**src/rtl/ysyx_040750_csr_ctrl.sv**
```systemverilog
// CSR access sequencer: owns the single CSR read/write port pair and steps
// Zicsr read-modify-write, ecall trap entry and mret trap return over several cycles.
module ysyx_040750_csr_ctrl #(
    parameter logic [11:0] MSTATUS = 12'h300,
    parameter logic [11:0] MTVEC   = 12'h305,
    parameter logic [11:0] MEPC    = 12'h341,
    parameter logic [11:0] MCAUSE  = 12'h342
) (
    input  logic        I_clk,
    input  logic        I_rst_n,
    input  logic        I_req_valid,
    output logic        O_req_ready,
    input  logic [1:0]  I_req_type,
    input  logic [11:0] I_csr_addr,
    input  logic [5:0]  I_csr_op_sel,
    input  logic [63:0] I_rs_data,
    input  logic [4:0]  I_uimm,
    input  logic        I_src_zero,
    input  logic [63:0] I_pc,
    output logic [11:0] O_csr_raddr,
    input  logic [63:0] I_csr_rdata,
    output logic        O_csr_wen,
    output logic [11:0] O_csr_waddr,
    output logic [63:0] O_csr_wdata,
    output logic [63:0] O_alu_csr_data,
    output logic [63:0] O_alu_rs_data,
    output logic [4:0]  O_alu_uimm,
    output logic [5:0]  O_alu_op_sel,
    input  logic [63:0] I_alu_result,
    output logic        O_resp_valid,
    input  logic        I_resp_ready,
    output logic [63:0] O_rd_data,
    output logic        O_redirect,
    output logic [63:0] O_redirect_pc
);

    typedef enum logic [3:0] {
        S_IDLE, S_RMW, S_T_EPC, S_T_CAUSE, S_T_STAT, S_T_VEC, S_R_STAT, S_R_EPC, S_RESP
    } state_t;

    state_t      state;
    logic [11:0] addr_q;
    logic [5:0]  op_q;
    logic [63:0] rs_q;
    logic [4:0]  uimm_q;
    logic        zero_q;
    logic [61:0] pc_q;
    logic [63:0] rd_q;
    logic [63:0] rpc_q;
    logic        redir_q;

    // Set/clear variants (rs, rc, rsi, rci) with a zero source must not write.
    logic set_clr;
    logic rmw_wr;
    assign set_clr = |(op_q & 6'b011011);
    assign rmw_wr  = (op_q != 6'd0) && !(set_clr && zero_q);

    assign O_req_ready   = (state == S_IDLE);
    assign O_resp_valid  = (state == S_RESP);
    assign O_rd_data     = rd_q;
    assign O_redirect    = redir_q;
    assign O_redirect_pc = rpc_q;

    always_comb begin
        O_csr_raddr    = '0;
        O_csr_wen      = 1'b0;
        O_csr_waddr    = '0;
        O_csr_wdata    = '0;
        O_alu_csr_data = '0;
        O_alu_rs_data  = '0;
        O_alu_uimm     = '0;
        O_alu_op_sel   = '0;
        case (state)
            S_RMW: begin
                O_csr_raddr    = addr_q;
                O_alu_csr_data = I_csr_rdata;
                O_alu_rs_data  = rs_q;
                O_alu_uimm     = uimm_q;
                O_alu_op_sel   = op_q;
                if (rmw_wr) begin
                    O_csr_wen   = 1'b1;
                    O_csr_waddr = addr_q;
                    O_csr_wdata = I_alu_result;
                end
            end
            S_T_EPC: begin
                O_csr_wen   = 1'b1;
                O_csr_waddr = MEPC;
                O_csr_wdata = {pc_q, 2'b00};
            end
            S_T_CAUSE: begin
                O_csr_wen   = 1'b1;
                O_csr_waddr = MCAUSE;
                O_csr_wdata = 64'd11;
            end
            S_T_STAT: begin
                // MPIE <= MIE, MIE <= 0, MPP <= M
                O_csr_raddr        = MSTATUS;
                O_csr_wen          = 1'b1;
                O_csr_waddr        = MSTATUS;
                O_csr_wdata        = I_csr_rdata;
                O_csr_wdata[7]     = I_csr_rdata[3];
                O_csr_wdata[3]     = 1'b0;
                O_csr_wdata[12:11] = 2'b11;
            end
            S_T_VEC: O_csr_raddr = MTVEC;
            S_R_STAT: begin
                // MIE <= MPIE, MPIE <= 1, MPP stays M (M-only core)
                O_csr_raddr        = MSTATUS;
                O_csr_wen          = 1'b1;
                O_csr_waddr        = MSTATUS;
                O_csr_wdata        = I_csr_rdata;
                O_csr_wdata[3]     = I_csr_rdata[7];
                O_csr_wdata[7]     = 1'b1;
                O_csr_wdata[12:11] = 2'b11;
            end
            S_R_EPC: O_csr_raddr = MEPC;
            default: ;
        endcase
    end

    always_ff @(posedge I_clk or negedge I_rst_n) begin
        if (!I_rst_n) begin
            state   <= S_IDLE;
            addr_q  <= '0;
            op_q    <= '0;
            rs_q    <= '0;
            uimm_q  <= '0;
            zero_q  <= 1'b0;
            pc_q    <= '0;
            rd_q    <= '0;
            rpc_q   <= '0;
            redir_q <= 1'b0;
        end else begin
            case (state)
                S_IDLE: if (I_req_valid) begin
                    addr_q  <= I_csr_addr;
                    op_q    <= I_csr_op_sel;
                    rs_q    <= I_rs_data;
                    uimm_q  <= I_uimm;
                    zero_q  <= I_src_zero;
                    pc_q    <= I_pc[63:2];
                    rd_q    <= '0;
                    rpc_q   <= '0;
                    redir_q <= 1'b0;
                    case (I_req_type)
                        2'b00:   state <= S_RMW;
                        2'b01:   state <= S_T_EPC;
                        2'b10:   state <= S_R_STAT;
                        default: state <= S_RESP;
                    endcase
                end
                S_RMW: begin
                    rd_q  <= I_csr_rdata;
                    state <= S_RESP;
                end
                S_T_EPC:   state <= S_T_CAUSE;
                S_T_CAUSE: state <= S_T_STAT;
                S_T_STAT:  state <= S_T_VEC;
                S_T_VEC: begin
                    rpc_q   <= {I_csr_rdata[63:2], 2'b00};
                    redir_q <= 1'b1;
                    state   <= S_RESP;
                end
                S_R_STAT:  state <= S_R_EPC;
                S_R_EPC: begin
                    rpc_q   <= I_csr_rdata;
                    redir_q <= 1'b1;
                    state   <= S_RESP;
                end
                S_RESP: if (I_resp_ready) begin
                    redir_q <= 1'b0;
                    state   <= S_IDLE;
                end
                default: state <= S_IDLE;
            endcase
        end
    end

endmodule

```
**config.mk**
```make
export PLATFORM = sky130hd
export DESIGN_NAME = ysyx_040750_csr_ctrl
export DESIGN_NICKNAME = d
export VERILOG_FILES = /design/src/rtl/ysyx_040750_csr_ctrl.sv
export SDC_FILE = /design/constraint.sdc
export NUM_CORES = 1
export LEC_CHECK = 0
export ABC_CLOCK_PERIOD_IN_PS = 2950
export CAP_MARGIN = 20
export CELL_PAD_IN_SITES_DETAIL_PLACEMENT = 1
export CELL_PAD_IN_SITES_GLOBAL_PLACEMENT = 1
export CORE_AREA = 2 2 252 254
export DETAILED_ROUTE_END_ITERATION = 10
export DIE_AREA = 0 0 254 256
export PLACE_DENSITY = 0.68
export SYNTH_ARGS = -nofsm -noshare
export SYNTH_HDL_FRONTEND = slang
export SYNTH_SLANG_ARGS = --single-unit
```
**constraint.sdc**
```tcl
create_clock -name I_clk -period 2.95 [get_ports I_clk]
set_input_delay 0.59 -clock I_clk [delete_from_list [all_inputs] [get_ports I_clk]]
set_output_delay 0.59 -clock I_clk [all_outputs]
set_load 0.03 [all_outputs]
```
Yosys cells after proc, flatten, opt, wreduce, memory -nomap -nowiden

Cells that the tools add are included.

Bits in registers: 283
Bits of input ports: 286

Eq/ne operators: 12
Reductions and logical operators: 19
Multiplexer cells: 21

Operators with widths:

| operator           | count |
|---|---|
| $pmux 64 s5        | 1 |
| $mux 64            | 4 |
| $pmux 64 s3        | 1 |
| $pmux 64 s2        | 1 |
| $pmux 12 s4        | 2 |
| $pmux 4 s7         | 1 |
| $eq 4x3->1 const B | 4 |
| $mux 12            | 1 |
| $pmux 4 s3         | 1 |
| $eq 4x2->1 const B | 2 |
| $mux 4             | 2 |
| $reduce_and 2->1   | 4 |
| $reduce_or 4->1    | 2 |
| $mux 6             | 1 |
| $reduce_bool 3->1  | 2 |
| $reduce_bool 6->1  | 1 |
| $mux 5             | 1 |
| $eq 4x1->1 const B | 1 |
| $eq 4x4->1 const B | 1 |
| $logic_not 4->1    | 1 |
| $reduce_or 2->1    | 2 |
| $mux 1             | 3 |
| $pmux 1 s3         | 1 |
| $reduce_and 3->1   | 1 |
| other kinds (10)   | 11 |

Longest topological paths before layout

Gate-level depths: netlist of the first run.

Depth after elaboration: 6
Gate-level depth with buffers: 6
Mapped depth without buffers: 5

Least setup slack after synthesis of the first run

No wires, ideal clock.

Path kind: reg2out
From: reg state[2]
To: out O_csr_raddr[2]
Stages on the path, launching flop included: 5
Path slack: 0.452 ns
Arrival time: 1.908 ns
Cell sequence: dfrtp_1 -> buf_2 -> buf_2 -> nor2_1 -> nor4b_1

Word-level cells in the longest chain between the ends: 3
Elaborated cells between the ends (all ways): 7
Those cells by class: eq/ne: 5; mux: 1; reduce/logical: 1

RTL lines:

| item                      | line | source |
|---|---|---|
| start, declared           | 41   | `state_t state;` |
| start signal, assigned    | 124  | `state <= S_IDLE;` |
| start signal, assigned    | 147  | `2'b00: state <= S_RMW;` |
| start signal, assigned    | 148  | `2'b01: state <= S_T_EPC;` |
| $eq 4x3->1                | 73   | `case (state)` |
| $reduce_or 2->1 (no line) | --   |  |
| $pmux 12 s4 (*)           | 73   |  |
| end, declared             | 20   | `output logic [11:0] O_csr_raddr,` |

Every way passes the cells marked *; elsewhere a longest branch is shown, timed or not.

Worst setup path after layout of the first run

From: reg state[2]
To: out O_csr_wdata[53]

Word-level cells in the longest chain between the ends: 2
Elaborated cells between the ends (all ways): 6
Those cells by class: eq/ne: 5; mux: 1

RTL lines:

| item                                     | line | source |
|---|---|---|
| $eq 4x3->1, or another cell as far along | 73   |  |
| $pmux 64 s5 (*)                          | 73   |  |
| end, declared                            | 24   | `output logic [63:0] O_csr_wdata,` |

Marked as above.

==> impl_metrics.env, run 1 <==
export IMPL_met1_length_um=22730
export IMPL_rsz0062_at_grt="true"
export IMPL_fin_crit_sh_pct=107.8
export IMPL_rows=92
export IMPL_drv_slew=0
export IMPL_vdd_drop_max_mv=0.5477
export IMPL_synth_area_leader_cell="dfrtp_1"
export IMPL_fp_coreArea_mm2=0.06239
export IMPL_grt_pass1_vias=12480
export IMPL_sw_frac_of_total_pct=43.22
export IMPL_finalNonFillerCells=2513
export IMPL_synth_top_family_by_area="compound AO/OA/AOI/OAI gates"
export IMPL_initial_core_util_pct=20.64
export IMPL_cts_buffers=36
export IMPL_combinationalPowerShare_pct=57.0
export IMPL_p_leak_uw=0.01006
export IMPL_drt_iter0_markers=488
export IMPL_final_cell_mix="clkdlybuf4s50_1, dfrtp_1, buf_4"
export IMPL_pin_count=645
export IMPL_dieArea_mm2=0.06502
export IMPL_gp_congestion=0.8255
export IMPL_p_per_area_mw_per_mm2=1147
export IMPL_syn_to_final_growth_pct=75.16
export IMPL_clk_latency_ns=0.53
export IMPL_critPathLaunchType="register"
export IMPL_routedWlPerCell_um=23.12
export IMPL_synth_top_cells_by_area="dfrtp_1, mux2_1, and2_1"
export IMPL_fmax_mhz=314.6
export IMPL_synthArstFlopShare_pct=100.0
export IMPL_h_tree_depth=2
export IMPL_cts_sinks=283
export IMPL_highest_layer="met5"
export IMPL_die_w_um=254
export IMPL_syn_area_mm2=0.01288
export IMPL_grt_antenna_before_repair=4
export IMPL_internal_power_uw=14690
export IMPL_violations="setup timing"
export IMPL_synth_top_cell_area_share_pct=54.99
export IMPL_synth_seq_cells=283
export IMPL_synth_edf_count=0
export IMPL_cts_root_buf="clkbuf_16"
export IMPL_route_detailed_drc=0
export IMPL_ys_warn_count=0
export IMPL_syn_avg_cell_area_um2=13.03
export IMPL_synthMuxAreaShare_pct=13.12
export IMPL_p_sw_uw=11180
export IMPL_critPathArrivalTime_ns=2.59
export IMPL_synthCells=988
export IMPL_synth_compound_area_share_pct=18.70
export IMPL_status="finished, violations left"
export IMPL_clk_pin_slew_worst_paths_ns=0.06
export IMPL_fillers=6665
export IMPL_setup_viol=77
export IMPL_place_inst=2432
export IMPL_ys_types=36
export IMPL_cts_tree="built"
export IMPL_drt_pass1_iterations=5
export IMPL_avgViaCountPerCell=4.479
export IMPL_pre_cts_ws_ns=0.2659
export IMPL_synthFlopType="dfrtp_1"
export IMPL_crit_type="register to output port"
export IMPL_hp_class="input pin to asynchronous set/reset pin"
export IMPL_cp_max_fo=21
export IMPL_grt_max_degree=72
export IMPL_relSlewSlack_pct=40.17
export IMPL_ys_seq_area_share_pct=54.99
export IMPL_tightest_slew_ns=0.8974
export IMPL_tns_ns=-7.366
export IMPL_finalHoldViolations=0
export IMPL_grt_overflow_total=0
export IMPL_required_ns=2.36
export IMPL_grt_pass1_wl_um=83050
export IMPL_vias=11260
export IMPL_clockBufferDepth=3
export IMPL_drv_cap=0
export IMPL_fin_crit_ns=3.179
export IMPL_numPortBuffers=642
export IMPL_drt_wl_total_um=58100
export IMPL_syn_nets=1277
export IMPL_synthAdderAreaFrac_pct=0.2915
export IMPL_dr_wl_met3_um=4058
export IMPL_fin_skew_ns=0.01622
export IMPL_fin_ws_ns=-0.2287
export IMPL_die_h_um=256
export IMPL_power_frac_seq_pct=26.3
export IMPL_synth_xor_area_share_pct=0
export IMPL_grt_usage_pct=17.04
export IMPL_clock_power_share_pct=16.7
export IMPL_hpwl_um=41070
export IMPL_nets=1930
export IMPL_met2_length_um=29020
export IMPL_drive_above_1_share_pct=28.17
export IMPL_final_common_cell="clkdlybuf4s50_1"
export IMPL_yosys_area_share_simple_pct=9.046
export IMPL_endpoint_kind="output port"
export IMPL_ant_nets=0
## cells in the mapped netlist, types with 2 or more instances
cell type	count
a22oi_1	60
a22o_1	64
o21ai_0	2
nor2_1	5
ha_1	3
a21o_1	68
a32o_1	4
nor4b_1	2
buf_6	15
clkbuf_1	37
mux2_1	100
and2_1	156
o2bb2ai_2	30
a21oi_1	9
inv_1	3
buf_2	32
nand2_1	9
mux2_2	50
nor2b_1	3
o2bb2ai_1	35
dfrtp_1	283
nor3_1	4
## state kept, by name (all words and copies together), names as in the netlist
| signal | flops |
|---|---|
| zero_q | 1 |
| O_redirect_pc | 64 |
| state | 4 |
| uimm_q | 5 |
| rs_q | 64 |
| pc_q | 62 |
| op_q | 6 |
| O_rd_data | 64 |
| addr_q | 12 |
| O_redirect | 1 |
## layout make-up
class	instances	area [µm²]	share of cell area [%]
repair buffers	701	7281	32.28
multi-input cells	615	5968	26.46
diodes	2	5.005	0.02219
clock inverters	9	77.57	0.3439
well taps	846	1059	4.693
inverters	4	15.01	0.06656
flip-flops and latches	283	7086	31.41
clock buffers	53	1066	4.726
## path summary, 6_finish.rpt
| check | start | to | cells past startpoint | slack, ns |
|---|---|---|---|---|
| worst min-delay path | I_rst_n | O_rd_data[49] | 1 | 0.03 |
| worst max register to register | state[2] | pc_q[32] | 7 | 0.52 |
| min in group I_clk | O_rd_data[31] | O_rd_data[31] | 1 | 0.47 |
| worst min register to register | O_rd_data[31] | O_rd_data[31] | 1 | 0.47 |
| max in group asynchronous | I_rst_n | state[2] | 2 | 2.10 |
| worst max-delay path | state[2] | O_csr_wdata[53] | 8 | -0.23 |
## worst max-delay path, cell delays in order (launching register included)
cell and delay, ns:
dfrtp_4 0.50, nor4b_4 0.22, buf_4 0.17, buf_12 0.13, o311a_4 0.24, buf_12 0.13
buf_16 0.19, o2bb2ai_1 0.21, buf_4 0.22
## power by group through the flow
stage	registers, µW	clock network (µW)	logic (µW)
final	6800	4330	14700
after floorplan	7960	0	6320
after CTS	6790	4500	14200
after global routing	7020	4650	15500
after detailed placement	6850	0	13700
after global placement	6740	0	13500
## through the flow
step                      total power, µW  util (%)  area (µm²)  hold slack, ns
after floorplan                     14270         -       12880          0.2944
after global placement              20240     32.48       20260          0.4594
after detailed placement            20550     32.48       20260          0.4646
after CTS                           25490     34.90       21770         0.02474
after global routing                27210     36.15       22550         0.04287
final                               25870     36.15       22560         0.03057
## routing by layer
layer | track usage (%) | vias up
li1 | - | 4920
met3 | 4.851 | 130
met5 | 0 | -
met1 | 19.79 | 5751
met4 | 6.471 | 4
met2 | 29.49 | 450
## what timing repair did
action / CTS / global route
hold endpoints to repair: 0 / 0
setup buffers: 5 / 4
cloned: 3 / 5
endpoints found under the setup margin: 183 / 107
pin swaps: 3 / 8
hold buffers: 0 / 0
resized for setup: 49 / 87
## cell families after synthesis
logic type      count (synthesis)
fa+ha+maj                       3
compound gates                276
simple gates                  186
flops                         283
buf+inv                        90
mux                           150
Note: power is estimated with default switching activity, not from simulation.
==> inputs of run 2 (changes only) <==
--- a/config.mk
+++ b/config.mk
@@ -5,6 +5,7 @@
 export SDC_FILE = /design/constraint.sdc
 export NUM_CORES = 1
 export LEC_CHECK = 0
+export ABC_AREA = 1
 export ABC_CLOCK_PERIOD_IN_PS = 2950
 export CAP_MARGIN = 20
 export CELL_PAD_IN_SITES_DETAIL_PLACEMENT = 1
@@ -12,7 +13,7 @@
 export CORE_AREA = 2 2 252 254
 export DETAILED_ROUTE_END_ITERATION = 10
 export DIE_AREA = 0 0 254 256
-export PLACE_DENSITY = 0.68
+export PLACE_DENSITY = 0.74
 export SYNTH_ARGS = -nofsm -noshare
 export SYNTH_HDL_FRONTEND = slang
 export SYNTH_SLANG_ARGS = --single-unit
==> impl_metrics.env, run 2 <==
export IMPL_synth_edf_count=0
export IMPL_holdWs_ns=0.04757
export IMPL_clock_power_share_pct=17.5
export IMPL_cts_sinks=283
export IMPL_avgViaCountPerCell=4.293
export IMPL_p_sw_uw=11800
export IMPL_cts_root_buf="clkbuf_16"
export IMPL_grt_antenna_before_repair=2
export IMPL_internal_power_uw=13340
export IMPL_gp_congestion=0.8555
export IMPL_total_power_uw=25140
export IMPL_syn_to_final_growth_pct=64.88
export IMPL_synth_seq_cells=283
export IMPL_ant_nets=0
export IMPL_ys_warn_count=0
export IMPL_drt_pass1_iterations=5
export IMPL_numPortBuffers=642
export IMPL_cts_buffers=35
export IMPL_fin_skew_ns=0.01600
export IMPL_ys_seq_area_share_pct=52.80
export IMPL_drv_cap=0
export IMPL_relSlewSlack_pct=58.12
export IMPL_route_detailed_drc=0
export IMPL_nets=2684
export IMPL_r2r_start="state[2]"
export IMPL_tightest_slew_ns=0.6282
export IMPL_synthFlopType="dfrtp_1"
export IMPL_crit_type="register to output port"
export IMPL_rows=92
export IMPL_clockBufferDepth=3
export IMPL_combinationalPowerShare_pct=57.3
export IMPL_critPathArrivalTime_ns=2.26
export IMPL_cp_max_fo=40
export IMPL_endpoint_kind="output port"
export IMPL_hpwl_um=45420
export IMPL_synthMostInstantiatedCell="nand2_1"
export IMPL_grt_pass1_vias=15240
export IMPL_p_leak_uw=0.01129
export IMPL_synth_top_cell_area_share_pct=52.80
export IMPL_reg2reg_slack_ns=0.83
export IMPL_hp_class="input pin to asynchronous set/reset pin"
export IMPL_status="completed"
export IMPL_final_cell_mix="nand2_1, clkdlybuf4s50_1, inv_1"
export IMPL_fin_ws_ns=0.1002
export IMPL_clk_pin_slew_worst_paths_ns=0.06
export IMPL_drive_above_1_share_pct=14.75
export IMPL_required_ns=2.36
export IMPL_synthArstFlopShare_pct=100.0
export IMPL_drt_iter0_markers=561
export IMPL_fin_crit_ns=2.850
export IMPL_setup_viol=0
export IMPL_grt_usage_pct=18.14
export IMPL_synthCells=1773
export IMPL_final_core_utilization_pct=35.44
export IMPL_routedWlPerCell_um=18.85
export IMPL_synth_top_cells_by_area="dfrtp_1, nand2_1, inv_1"
export IMPL_finalHoldViolations=0
export IMPL_die_w_um=254
export IMPL_pin_count=645
export IMPL_drt_wl_total_um=61600
export IMPL_h_tree_depth=2
export IMPL_syn_nets=2062
export IMPL_pre_cts_ws_ns=0.3085
export IMPL_initial_core_util_pct=21.50
export IMPL_fp_coreArea_mm2=0.06239
export IMPL_ys_types=25
export IMPL_final_common_cell="nand2_1"
export IMPL_grt_max_degree=123
export IMPL_grt_overflow_total=0
export IMPL_die_h_um=256
export IMPL_drv_slew=0
export IMPL_reg2reg_depth=7
export IMPL_rr_endpoint="pc_q[25]"
export IMPL_sw_frac_of_total_pct=46.94
export IMPL_critPathLaunchType="register"
export IMPL_cts_tree="built"
export IMPL_synth_common_cells="nand2_1, inv_1, dfrtp_1"
export IMPL_p_per_area_mw_per_mm2=1137
export IMPL_clk_latency_ns=0.53
export IMPL_fmax_mhz=350.9
export IMPL_syn_avg_cell_area_um2=7.564
export IMPL_fin_crit_sh_pct=96.60
export IMPL_grt_pass1_wl_um=90400
export IMPL_dieArea_mm2=0.06502
export IMPL_synth_area_leader_cell="dfrtp_1"
export IMPL_vdd_drop_max_mv=0.7316
export IMPL_vias=14030
export IMPL_syn_area_mm2=0.01341
export IMPL_power_frac_seq_pct=25.2
-- run 2: cell types whose count changed in the layout (fill, tap and decap cells not counted), sizes merged, moves of 5 or more --
cell	previous run	this run
o2bb2ai	65	0
nor2	5	107
and2	156	0
nand2	10	631
a21oi	9	4
a22oi	60	0
a22o	64	0
buf	286	271
a21o	68	0
o21ai	3	215
nand3	0	136
inv	3	291
mux2	150	0
-- run 2: routing by layer --
layer	part of all wire (%)	GRT usage [%]
met5	0	0
met3	5.8	4.017
met2	50	32.27
met1	41	20.93
met4	3.5	7.222
-- run 2: critical path, cell delays in order (launching register included) --
cell      delay (ns)
dfrtp_2         0.48
nor2_8          0.20
nand3_4         0.14
clkinv_8        0.17
buf_16          0.21
nand2_1         0.19
inv_1           0.14
buf_12          0.12
-- run 2: repair_timing --
item,CTS,global route
gates cloned,1,2
pin swaps,2,2
hold buffers,0,0
buffers inserted,2,8
setup endpoints to repair,87,57
gates resized for setup,16,10
-- run 2: worst max path at each step --
stage                   from                  to  slack [ns]
detailed placement  state[2]      O_csr_wdata[7]        0.31
CTS                 state[3]     O_csr_wdata[35]      -0.003
floorplan           state[2]      O_csr_waddr[1]        0.60
global placement    state[2]      O_csr_wdata[7]        0.30
finish              state[2]  O_alu_csr_data[29]        0.10
global route        state[2]     O_csr_wdata[31]      -0.008
-- run 2: logic make-up after synthesis --
| family | after synthesis | synth area share (%) |
|---|---|---|
| AOI/OAI and AO/OA | 222 | 8.331 |
| adders and majority gates | 3 | 0.2799 |
| buffers and inverters | 391 | 12.27 |
| and+or+nand+nor | 874 | 26.32 |
| DFF | 283 | 52.80 |
-- run 2: power by group through the flow --
| stage | logic (µW) | clock network (µW) | registers [µW] |
|---|---|---|---|
| 3_3_place_gp | 13700 | 0 | 6280 |
| 5_1_grt | 15500 | 4700 | 6500 |
| 6_report | 14400 | 4390 | 6330 |
| 3_5_place_dp | 14000 | 0 | 6370 |
| 2_1_floorplan | 6570 | 0 | 7540 |
| 4_1_cts | 14300 | 4580 | 6330 |
-- run 2: final cells by class --
cell class / instances / area [µm²]
fill: 7507 / 40280
timing repair buffer: 684 / 6924
inverter: 291 / 1107
clock buffer: 51 / 1059
sequential: 283 / 7086
clock inverter: 11 / 108.9
multi-input combinational: 1100 / 4765
antenna: 2 / 5.005
tap: 846 / 1059
-- run 2: metrics by stage --
| stage | instance area (µm²) | cells | setup TNS, ns |
|---|---|---|---|
| after detailed placement | 20680 | 3191 | 0 |
| after global routing | 22110 | 3268 | -0.01049 |
| after CTS | 21960 | 3256 | -0.002856 |
| after floorplan | 13410 | 1773 | 0 |
| final | 22110 | 3268 | 0 |
| after global placement | 20650 | 3190 | 0 |
==> inputs of run 3 (changes only) <==
--- a/config.mk
+++ b/config.mk
@@ -6,14 +6,15 @@
 export NUM_CORES = 1
 export LEC_CHECK = 0
 export ABC_AREA = 1
-export ABC_CLOCK_PERIOD_IN_PS = 2950
+export ABC_CLOCK_PERIOD_IN_PS = 3100
 export CAP_MARGIN = 20
 export CELL_PAD_IN_SITES_DETAIL_PLACEMENT = 1
 export CELL_PAD_IN_SITES_GLOBAL_PLACEMENT = 1
-export CORE_AREA = 2 2 252 254
+export CORE_AREA = 2 2 250 252
 export DETAILED_ROUTE_END_ITERATION = 10
-export DIE_AREA = 0 0 254 256
-export PLACE_DENSITY = 0.74
+export DIE_AREA = 0 0 252 254
+export PLACE_DENSITY = 0.75
+export SKIP_CTS_REPAIR_TIMING = 1
 export SYNTH_ARGS = -nofsm -noshare
 export SYNTH_HDL_FRONTEND = slang
 export SYNTH_SLANG_ARGS = --single-unit
==> constraint.sdc (replaced) <==
create_clock -name I_clk -period 3.1 [get_ports I_clk]
set_input_delay 0.62 -clock I_clk [delete_from_list [all_inputs] [get_ports I_clk]]
set_output_delay 0.62 -clock I_clk [all_outputs]
set_load 0.03 [all_outputs]
==> impl_metrics.env, run 3 (synthesized netlist as in run 2, its figures left out) <==
export IMPL_status="completed"
export IMPL_p_per_area_mw_per_mm2=1072
export IMPL_fillers=7344
export IMPL_slowest_stage="dfrtp_1"
export IMPL_pin_count=645
export IMPL_ant_nets=0
export IMPL_drt_iter0_markers=783
export IMPL_endpoint_kind="output port"
export IMPL_fmax_mhz=327.8
export IMPL_clockBufferDepth=3
export IMPL_relSlewSlack_pct=45.69
export IMPL_fin_crit_sh_pct=98.41
export IMPL_critPathArrivalTime_ns=2.43
export IMPL_vias=13990
export IMPL_holdWs_ns=0.1010
export IMPL_path_cells="inv_2, nor2_4, buf_4, nand3_1, o21ai_0, inv_1, nand2_1, buf_12"
export IMPL_rsz0062_at_grt="true"
export IMPL_grt_pass1_vias=14910
export IMPL_cts_root_buf="clkbuf_16"
export IMPL_cts_sinks=283
export IMPL_cp_max_fo=29
export IMPL_drive_above_1_share_pct=13.85
export IMPL_fin_crit_ns=3.051
export IMPL_finalNonFillerCells=3203
export IMPL_drv_cap=0
export IMPL_avgViaCountPerCell=4.367
export IMPL_grt_antenna_before_repair=3
export IMPL_grt_max_degree=128
export IMPL_clk_pin_slew_worst_paths_ns=0.06
export IMPL_setup_viol=0
export IMPL_fin_ws_ns=0.04935
export IMPL_drt_wl_total_um=60920
export IMPL_reg2reg_slack_ns=0.89
export IMPL_clk_latency_ns=0.53
export IMPL_slowest_delay_ns=0.53
export IMPL_die_h_um=254
export IMPL_gp_congestion=0.8513
export IMPL_grt_pass1_wl_um=89770
export IMPL_route_detailed_drc=0
export IMPL_final_cell_mix="nand2_1, clkdlybuf4s50_1, inv_1"
export IMPL_vdd_drop_max_mv=0.3901
export IMPL_die_w_um=252
export IMPL_multi_input_area_mm2=0.004712
export IMPL_hp_class="input pin to asynchronous set/reset pin"
export IMPL_initial_core_util_pct=21.89
export IMPL_syn_to_final_growth_pct=61.45
export IMPL_grt_usage_pct=18.38
export IMPL_finalHoldViolations=0
export IMPL_h_tree_depth=2
export IMPL_register_area_mm2=0.007083
export IMPL_crit_type="register to output port"
export IMPL_dieArea_mm2=0.06401
export IMPL_grt_overflow_total=0
export IMPL_tns_ns=0
export IMPL_cts_tree="built"
export IMPL_drv_slew=0
export IMPL_cts_buffers=35
export IMPL_rows=91
export IMPL_final_common_cell="nand2_1"
export IMPL_fp_coreArea_mm2=0.06126
export IMPL_tightest_slew_ns=0.8147
export IMPL_fin_skew_ns=0.01090
export IMPL_numPortBuffers=642
export IMPL_hpwl_um=45690
export IMPL_routedWlPerCell_um=19.02
export IMPL_critPathLaunchType="register"
export IMPL_pre_cts_ws_ns=0.3855
export IMPL_place_inst=3137
export IMPL_p_leak_uw=0.01114
export IMPL_drt_pass1_iterations=5
export IMPL_nets=2676
export IMPL_required_ns=2.48
[run 3: per-layer routing]
metal / wire, µm / up-vias / GRT usage [%]
met1: 24490 / 6788 / 22.26
met5: 0 / - / 0
li1: - / 6589 / -
met2: 30450 / 513 / 32.08
met3: 3863 / 99 / 3.821
met4: 2112 / 0 / 6.762
[run 3: final cells by class]
cell class / instances / area share [%]
inverters: 291 / 5.068
well taps: 790 / 4.565
flip-flops and latches: 283 / 32.71
clock buffers: 54 / 4.756
clock inverters: 7 / 0.2947
diodes: 2 / 0.02311
multi-input cells: 1099 / 21.76
repair buffers: 677 / 30.82
[run 3: worst paths after layout]
check                               from               to  cells past startpoint
min reg2reg                O_rd_data[28]    O_rd_data[28]                      2
min in group I_clk         O_rd_data[28]    O_rd_data[28]                      2
max in group asynchronous        I_rst_n         pc_q[34]                      2
max reg2reg                     state[0]    O_rd_data[32]                      7
max                             state[2]  O_csr_wdata[28]                      8
min                              I_rst_n          rs_q[8]                      1
[run 3: stage by stage]
step | area, µm² | total power [µW] | util (%)
6_report | 21650 | 23210 | 35.35
3_3_place_gp | 20450 | 18850 | 33.38
3_5_place_dp | 20450 | 19230 | 33.38
5_1_grt | 21650 | 24700 | 35.34
4_1_cts | 21540 | 23360 | 35.16
2_1_floorplan | 13410 | 13430 | -
[run 3: critical path: cells and delay by family (launching register included)]
kind / cells / cell delay [ns]
buffers and inverters: 4 / 0.70
DFF: 1 / 0.53
AOI/OAI and AO/OA: 1 / 0.11
and+or+nand+nor: 3 / 0.50
[run 3: power breakdown]
part	internal (µW)	switching [µW]
registers	5320	690
clock network	2370	1620
logic	4520	8700
